--- src/rtl/iic_byte_write_ctrl.sv ---
// iic_byte_write_ctrl
// Single-clock I2C master that performs one EEPROM byte write per request:
// START, control byte {DEV_ADDR,0}, word address, data byte (each followed
// by an ACK slot), then STOP. SCL is derived from clk by a quarter-period
// counter, so every bit occupies four quarters of QTR clk cycles.
// A NACK in any ACK slot aborts with a STOP and sets a sticky error flag.
//
// Ports:
//   clk      system clock, all logic on its rising edge
//   rst_n    synchronous active-low reset
//   start    write request pulse, accepted only while busy is low
//   wr_addr  EEPROM word address, latched on acceptance
//   wr_data  data byte, latched on acceptance
//   sda_i    sampled SDA pad level (only looked at in ACK slots)
//   scl      I2C clock level (1 = released/high)
//   sda_low  1 = pull SDA low, 0 = release
//   busy     transaction in progress
//   done     one-cycle pulse when a transaction ends (success or abort)
//   ack_err  sticky NACK flag, cleared by the next accepted start
module iic_byte_write_ctrl #(
  parameter int         QTR      = 125,
  parameter logic [6:0] DEV_ADDR = 7'b1010000
) (
  input  logic       clk,
  input  logic       rst_n,
  input  logic       start,
  input  logic [7:0] wr_addr,
  input  logic [7:0] wr_data,
  input  logic       sda_i,
  output logic       scl,
  output logic       sda_low,
  output logic       busy,
  output logic       done,
  output logic       ack_err
);

  localparam int            QW        = (QTR > 1) ? $clog2(QTR) : 1;
  localparam logic [QW-1:0] QMAX      = QW'(QTR - 1);
  localparam logic [7:0]    CTRL_BYTE = {DEV_ADDR, 1'b0};

  typedef enum logic [3:0] {
    IDLE, STA, CTRL, ACK1, WADR, ACK2, WDAT, ACK3, STO
  } state_t;

  state_t        state;
  logic [QW-1:0] qcnt;
  logic [1:0]    phase;
  logic [2:0]    bit_idx;
  logic [7:0]    addr_reg;
  logic [7:0]    data_reg;
  logic          nack;

  state_t        nxt_state;
  logic [2:0]    nxt_bit;
  logic [7:0]    cur_byte;
  logic [7:0]    nxt_byte;
  logic          cur_bitval;
  logic          nxt_bitval;

  function automatic logic is_ack(state_t s);
    return (s == ACK1) || (s == ACK2) || (s == ACK3);
  endfunction

  function automatic logic [7:0] sel_byte(state_t s, logic [7:0] a, logic [7:0] d);
    logic [7:0] b;
    case (s)
      CTRL:    b = CTRL_BYTE;
      WADR:    b = a;
      WDAT:    b = d;
      default: b = 8'h00;
    endcase
    return b;
  endfunction

  // Pin pattern {scl, sda_low} for a given state, quarter and data bit.
  // In bit and ACK states SCL is low for q0/q1 and high for q2/q3, so
  // phase[1] is exactly the SCL level; SDA only moves when q0 begins.
  function automatic logic [1:0] pins_f(state_t s, logic [1:0] q, logic b);
    logic [1:0] p;
    case (s)
      STA:              p = {1'b1, q[1]};
      CTRL, WADR, WDAT: p = {q[1], ~b};
      ACK1, ACK2, ACK3: p = {q[1], 1'b0};
      STO:              p = {q[1], (q != 2'd3)};
      default:          p = 2'b10;
    endcase
    return p;
  endfunction

  // Where the sequencer goes at the end of the current SCL period.
  // A NACK from any ACK slot short-cuts straight to STOP.
  always_comb begin
    nxt_state = state;
    nxt_bit   = 3'd7;
    case (state)
      STA:  nxt_state = CTRL;
      CTRL: begin
        nxt_state = (bit_idx == 3'd0) ? ACK1 : CTRL;
        nxt_bit   = (bit_idx == 3'd0) ? 3'd7 : bit_idx - 3'd1;
      end
      ACK1: nxt_state = nack ? STO : WADR;
      WADR: begin
        nxt_state = (bit_idx == 3'd0) ? ACK2 : WADR;
        nxt_bit   = (bit_idx == 3'd0) ? 3'd7 : bit_idx - 3'd1;
      end
      ACK2: nxt_state = nack ? STO : WDAT;
      WDAT: begin
        nxt_state = (bit_idx == 3'd0) ? ACK3 : WDAT;
        nxt_bit   = (bit_idx == 3'd0) ? 3'd7 : bit_idx - 3'd1;
      end
      ACK3:    nxt_state = STO;
      STO:     nxt_state = IDLE;
      default: nxt_state = IDLE;
    endcase
  end

  assign cur_byte   = sel_byte(state, addr_reg, data_reg);
  assign nxt_byte   = sel_byte(nxt_state, addr_reg, data_reg);
  assign cur_bitval = cur_byte[bit_idx];
  assign nxt_bitval = nxt_byte[nxt_bit];

  // Sequencer: pins are registered and always set for the quarter that is
  // about to begin, so scl/sda_low change exactly on quarter boundaries.
  always_ff @(posedge clk) begin
    if (!rst_n) begin
      state    <= IDLE;
      qcnt     <= '0;
      phase    <= 2'd0;
      bit_idx  <= 3'd0;
      addr_reg <= 8'h00;
      data_reg <= 8'h00;
      nack     <= 1'b0;
      scl      <= 1'b1;
      sda_low  <= 1'b0;
      busy     <= 1'b0;
      done     <= 1'b0;
      ack_err  <= 1'b0;
    end else begin
      done <= 1'b0;
      if (state == IDLE) begin
        if (start) begin
          state    <= STA;
          qcnt     <= '0;
          phase    <= 2'd0;
          bit_idx  <= 3'd7;
          addr_reg <= wr_addr;
          data_reg <= wr_data;
          nack     <= 1'b0;
          ack_err  <= 1'b0;
          busy     <= 1'b1;
          scl      <= 1'b1;
          sda_low  <= 1'b0;
        end
      end else if (qcnt != QMAX) begin
        qcnt <= qcnt + 1'b1;
      end else begin
        qcnt <= '0;
        if (phase != 2'd3) begin
          phase <= phase + 2'd1;
          {scl, sda_low} <= pins_f(state, phase + 2'd1, cur_bitval);
          // Slave answer is taken on the last cycle of q2, mid SCL-high.
          if (is_ack(state) && (phase == 2'd2)) begin
            nack <= sda_i;
          end
        end else begin
          phase   <= 2'd0;
          state   <= nxt_state;
          bit_idx <= nxt_bit;
          {scl, sda_low} <= pins_f(nxt_state, 2'd0, nxt_bitval);
          if (is_ack(state) && nack) begin
            ack_err <= 1'b1;
          end
          if (state == STO) begin
            busy <= 1'b0;
            done <= 1'b1;
          end
        end
      end
    end
  end

endmodule

--- config.mk ---
export PLATFORM = sky130hd
export DESIGN_NAME = iic_byte_write_ctrl
export DESIGN_NICKNAME = d
export VERILOG_FILES = /design/src/rtl/iic_byte_write_ctrl.sv
export SDC_FILE = /design/constraint.sdc
export NUM_CORES = 1
export LEC_CHECK = 0
export CORE_ASPECT_RATIO = 1.75
export CORE_MARGIN = 2
export CORE_UTILIZATION = 55
export CTS_CLUSTER_SIZE = 12
export DETAILED_ROUTE_END_ITERATION = 8
export DONT_BUFFER_PORTS = 1
export HOLD_SLACK_MARGIN = 0.06
export PLACE_DENSITY = 0.79
export SETUP_SLACK_MARGIN = 0.02
export SLEW_MARGIN = 15
export SYNTH_ARGS = -nofsm -noshare
export SYNTH_HDL_FRONTEND = slang
export SYNTH_SLANG_ARGS = --single-unit
--- constraint.sdc ---
create_clock -name clk -period 2.48 [get_ports clk]
set_input_delay 0.496 -clock clk [delete_from_list [all_inputs] [get_ports clk]]
set_output_delay 0.496 -clock clk [all_outputs]
set_load 0.005 [all_outputs]
# ---- After elaboration in Yosys (flattened, before gate mapping)
# Cells that the tools add are included.
dict set report classes {
  n_addsub 3
  magnitude_cmp 2
  n_eq_ne 22
  n_mux 52
  bitwise_logic 3
  n_reduce_logical 21
}
# operator count
set ops {}
lappend ops {{case mux 8 bit (3 select lines)} 2}
lappend ops {{equality test 4 x 3 -> 1 bit, second input constant} 8}
lappend ops {{case mux 4 bit (7 select lines)} 1}
lappend ops {{two-way mux 1 bit} 26}
lappend ops {{two-way mux 4 bit} 6}
lappend ops {{two-way mux 7 bit} 3}
lappend ops {{two-way mux 3 bit} 6}
lappend ops {{equality test 4 x 2 -> 1 bit, second input constant} 4}
lappend ops {{AND reduction 4 bit} 3}
lappend ops {{OR reduction 3 bit} 4}
lappend ops {{!= test 2 bit, second input constant} 5}
lappend ops {{equality test 4 bit, second input constant} 2}
lappend ops {{less-than comparator 3 x 4 -> 1 bit, second input constant} 2}
lappend ops {{two-way mux 2 bit} 4}
lappend ops {{case mux 2 bit (4 select lines)} 1}
lappend ops {{nonzero test 2 bit} 4}
lappend ops {{adder 7 x 1 -> 7 bit, second input constant} 1}
lappend ops {{!= test 7 bit, second input constant} 1}
lappend ops {{binary-select mux 1 bit (select 3 bit)} 2}
lappend ops {{case mux 2 bit (3 select lines)} 1}
lappend ops {{equality test 4 x 1 -> 1 bit, second input constant} 1}
lappend ops {{zero test 4 bit} 1}
lappend ops {{AND reduction 2 bit} 2}
lappend ops {{OR reduction 4 bit} 1}
lappend ops {{8 further kinds} 12}
dict set report word_totals {
  register_bits 38
  inputBits 20
  elab_cells 115
}

# ---- Depth between registers and ports, before layout
dict set report depth {
  depth_word 12
  ltp_mapped 9
  ltp_nobuf 8
}

# ---- Least setup slack after synthesis
# Ideal clock, no wire load.
dict set report synth_path {
  path_type {register to register}
  start {reg bit_idx[1]}
  end {reg sda_low}
  setup_ns 0.079
  arrival_ns 2.094
  path_slack_ns 0.307
  stages_incl_launch_ff 10
  n_path_buf 1
  path_cell_list {dfxtp_1 > clkbuf_1 > inv_2 > ha_1 > nor2b_1 > or4_4 > mux4_2 > a211oi_1 > o31ai_1 > o211ai_1}
}
dict set report synth_via {
  elab_chain_cells 12
  word_cells_on_any_way 29
}
# item line
set synth_rtl {}
lappend synth_rtl {{start: declaration} 48} ;# logic [2:0] bit_idx;
lappend synth_rtl {{start signal: assignment} 168} ;# bit_idx <= nxt_bit;
lappend synth_rtl {{zero test 3 bit} n/a}
lappend synth_rtl {{two-way mux 1 bit} {98, 103, 108}}
lappend synth_rtl {{case mux 4 bit (7 select lines)} 95} ;# case (state)
lappend synth_rtl {{equality test 4 x 3 -> 1 bit / equality test 4 x 2 -> 1 bit (equally long branches)} {66, 80}}
lappend synth_rtl {{case mux 8 bit (3 select lines)} 66} ;# case (s)
lappend synth_rtl {{binary-select mux 1 bit (select 3 bit)} 120} ;# assign nxt_bitval = nxt_byte[nxt_bit];
lappend synth_rtl {{two-way mux 1 bit (implied by the code)} 120}
lappend synth_rtl {{NOT 1 bit} 82} ;# CTRL, WADR, WDAT: p = {q[1], ~b};
lappend synth_rtl {{case mux 2 bit (3 select lines)} 80} ;# case (s)
lappend synth_rtl {{two-way mux 1 bit (*)} 158} ;# if (phase != 2'd3) begin
lappend synth_rtl {{two-way mux 1 bit (*)} 154} ;# end else if (qcnt != QMAX) begin
lappend synth_rtl {{two-way mux 1 bit (*)} 140} ;# if (state == IDLE) begin
lappend synth_rtl {{end signal: assignment} 160} ;# {scl, sda_low} <= pins_f(state, phase + 2'd1, cur_bitval);
lappend synth_rtl {{end signal: assignment} 169} ;# {scl, sda_low} <= pins_f(nxt_state, 2'd0, nxt_bitval);
lappend synth_rtl {{end: declaration} 31} ;# output logic sda_low,
# Mark *: on every way between the ends. The rest lies on a longest branch, timed or not. The select of a mux whose other input is x is not followed.
# A chain may end at the register's enable or synchronous reset.

# ---- Worst setup path in the final report
dict set report layout_path {
  start {reg state[3]}
  end {reg sda_low}
}
dict set report layout_via {
  elab_chain_cells 11
  word_cells_on_any_way 38
}
# item line
set layout_rtl {}
lappend layout_rtl {{start: declaration} 45} ;# state_t state;
lappend layout_rtl {{start signal: assignment} 167} ;# state <= nxt_state;
lappend layout_rtl {{equality test 4 x 3 -> 1 bit (tied with other cells)} {80, 95}}
lappend layout_rtl {{case mux 4 bit (7 select lines)} 95}
lappend layout_rtl {{equality test 4 x 3 -> 1 bit / equality test 4 x 2 -> 1 bit (equally long branches)} {66, 80}}
lappend layout_rtl {{case mux 8 bit (3 select lines)} 66}
lappend layout_rtl {{binary-select mux 1 bit (select 3 bit)} 120}
lappend layout_rtl {{two-way mux 1 bit (implied by the code)} 120}
lappend layout_rtl {{NOT 1 bit} 82}
lappend layout_rtl {{case mux 2 bit (3 select lines)} 80}
lappend layout_rtl {{two-way mux 1 bit} 158}
lappend layout_rtl {{two-way mux 1 bit} 154}
lappend layout_rtl {{two-way mux 1 bit} 140}
# Several ways; a longest one is shown, not always the timed one. The select of a mux whose other input is x is not followed.

==> flow_summary.yaml <==
cts:
  cts_tree: "yes"
  clk_latency_ps: 290
  clk_pin_slew_ps: 80
  htreeDepth: 2
  cts_setup_buffers: 0
  ctsResizeCount: 0
  cts_root_buf: "clkbuf_8"
  clock_sinks: 38
  cts_buffer_depth: 2
  ctsHoldBuffers: 0
  cts_buffers: 5
cells_and_area:
  multi_input_area_um2: 1530
  layout-drive-gt1-share: 0.111
  final_nets: 339
  final_cell_mix: "52 x nand2_1, 38 x dfxtp_1, 21 x nor2_1, 18 x a21boi_1, 16 x buf_4"
  stdcell_count: 363
  syn_to_final_growth_pct: 8.02
  fillCellCount: 381
  regArea_um2: 761
  antenna_cells: 0
  final_common_cell: "nand2_1"
timing:
  rsz0062_at_grt: "false"
  fmax_mhz: 435
  hold_violations: 0
  worst_pin_slew_ps: 606
  finalCriticalPeriod_ps: 2300
  skew_ps: 7.59
  tns_ps: 0
  slew_headroom: 0.592
  fin_crit_sh: 0.927
  whs_ps: 262
  slew_viol_final: 0
  finalSetupViolations: 0
power:
  p_per_area_nw_per_um2: 584
  pwr-share-clk: 0.300
  combPwrFrac: 0.237
  ir_drop_uv: 471
  p_seq_frac: 0.463
  p_int_uw: 1020
  switching_share: 0.325
  switchingPower_uw: 493
  power_leakage_uw: 0.000965
route:
  drt-total-wl_um: 6690
  drtPass1Iterations: 6
  routed.top_layer: "met4"
  drt-met1-wl_um: 2380
  wl_per_cell_um: 18.4
  drc: 0
  vias: 2307
  met2_wirelength_um: 3620
  antenna_left: 0
  drtIter0Drc: 89
  vias_per_cell: 6.36
  wl_met3_um: 344
floorplan:
  rows: 31
  core_um2: 4150
  ios: 25
  initial_core_util: 0.579
  dieHeight_um: 91.5
  dieArea_um2: 4940
  die_x_um: 54.0
run_status:
  status: "complete, no violations"
placement:
  dp.cells: 355
  port_buffers: 0
  gp_congestion: 1.05
  hpwlAfterDp_um: 5000
grt:
  antenna_found_initial: 0
  grt_pass1_vias: 2363
  overflow: 0
  grtUsageTotal: 0.304
  grt_pass1_wl_um: 11100
  grt_max_degree: 41
critical_path:
  worstPathCellList: "or4_1 -> o21ai_4 -> nand2_2 -> a211o_1 -> a32oi_1 -> o211ai_1"
  start_kind: "register"
  critPathMaxFanout: 11
  crit-reg2reg-launch: "state[3]$_SDFFE_PN0P_"
  r2r_end: "sda_low$_SDFFE_PN0P_"
  end_kind: "register"
  crit_arrival_ps: 2480
  worst_r2r_path_depth: 6
  crit_required_ps: 2660
  slowest_delay_ps: 790
  critPathSlowestCell: "or4_1"
  regToRegSetupSlack_ps: 180
  path_class: "register to register"
hold_path:
  min_to: "scl$_SDFFE_PN1P_"
  min_from: "rst_n"
  holdPathStages: 1
  hp-class: "input port to register"
logic_synthesis:
  synth_fp_nets: 335
  syn_area_um2: 2400
  synthArstFlopShare: 0
  synth-main-ff-cell: "dfxtp_1"
  ys_seq_area_frac: 0.317
  synth_edf_count: 0
  ys_types: 61
  syn_inst: 309
  synth-seq-cells: 38
  yosysWarningCount: 0
  avgSynthCellArea_um2: 7.78
job:
  drv_cap: 0
==> cell families after synthesis <==
kind of cell,count (synthesis),share of synthesized area
AND/OR/NAND/NOR,144,0.313
AO/OA/AOI/OAI,85,0.249
flip-flops,38,0.317
buffers and inverters,27,0.0474
multiplexers,8,0.0390
adder cells (fa/ha/maj),6,0.0312
XOR/XNOR,1,0.00364
==> layer usage <==
| metal | GRT usage | vias to the layer above |
|---|---|---|
| met5 | 0 | - |
| met4 | 0.185 | 0 |
| met3 | 0.0592 | 29 |
| met2 | 0.517 | 89 |
| met1 | 0.323 | 1071 |
| li1 | - | 1118 |
==> cells in the mapped netlist (all sizes together), types with 4 or more instances <==
library cell | number | share of area
mux2i | 6 | 0.025
clkbuf | 13 | 0.020
ha | 6 | 0.031
a211oi | 6 | 0.021
nand2b | 9 | 0.023
and2 | 7 | 0.018
nand4 | 4 | 0.013
inv | 8 | 0.012
a31oi | 5 | 0.013
nor2b | 9 | 0.023
or4 | 4 | 0.014
dfxtp | 38 | 0.32
nand2 | 53 | 0.084
buf | 6 | 0.015
o21ai | 19 | 0.044
a21boi | 18 | 0.056
nor3 | 10 | 0.021
a21oi | 13 | 0.027
and3 | 4 | 0.010
nand3 | 5 | 0.010
nor2 | 22 | 0.035
==> critical path: cells and delay by family (launching register included) <==
| family | cells | cell delay [ps] |
|---|---|---|
| flops | 1 | 430 |
| compound gates | 4 | 810 |
| simple gates | 2 | 940 |
==> cell type report <==
type                       count  area share
timing repair buffer          16      0.0463
clock inverter                 2     0.00482
tap                           49      0.0236
sequential                    38       0.293
inverter                       8      0.0116
multi-input combinational    244       0.589
clock buffer                   6      0.0318
==> power groups by stage <==
| stage | logic (uW) | clock network [uW] | registers, uW |
|---|---|---|---|
| 2_1_floorplan | 281 | 0 | 690 |
| 3_3_place_gp | 352 | 0 | 714 |
| 3_5_place_dp | 353 | 0 | 715 |
| 4_1_cts | 355 | 462 | 701 |
| 5_1_grt | 404 | 491 | 708 |
| 6_report | 360 | 454 | 702 |
==> stage by stage <==
| step | utilization | setup WS (ps) | area [um2] | total power (uW) |
|---|---|---|---|---|
| 2_1_floorplan | - | 307 | 2400 | 970 |
| 3_3_place_gp | 0.603 | 257 | 2500 | 1070 |
| 3_5_place_dp | 0.603 | 235 | 2500 | 1070 |
| 5_1_grt | 0.626 | 50.4 | 2600 | 1600 |
| 4_1_cts | 0.626 | 214 | 2600 | 1520 |
| 6_report | 0.626 | 182 | 2600 | 1520 |
==> how the worst max path moves through the flow <==
stage,end,cells after the start,start,slack [ps]
CTS,sda_low$_SDFFE_PN0P_,6,state[3]$_SDFFE_PN0P_,210
global route,sda_low$_SDFFE_PN0P_,6,state[0]$_SDFFE_PN0P_,50
global placement,sda_low$_SDFFE_PN0P_,6,state[3]$_SDFFE_PN0P_,260
finish,sda_low$_SDFFE_PN0P_,6,state[3]$_SDFFE_PN0P_,180
detailed placement,sda_low$_SDFFE_PN0P_,6,state[3]$_SDFFE_PN0P_,230
floorplan,sda_low$_SDFFE_PN0P_,9,bit_idx[1]$_SDFFE_PN0P_,310
(Power assumes the default switching activity.)
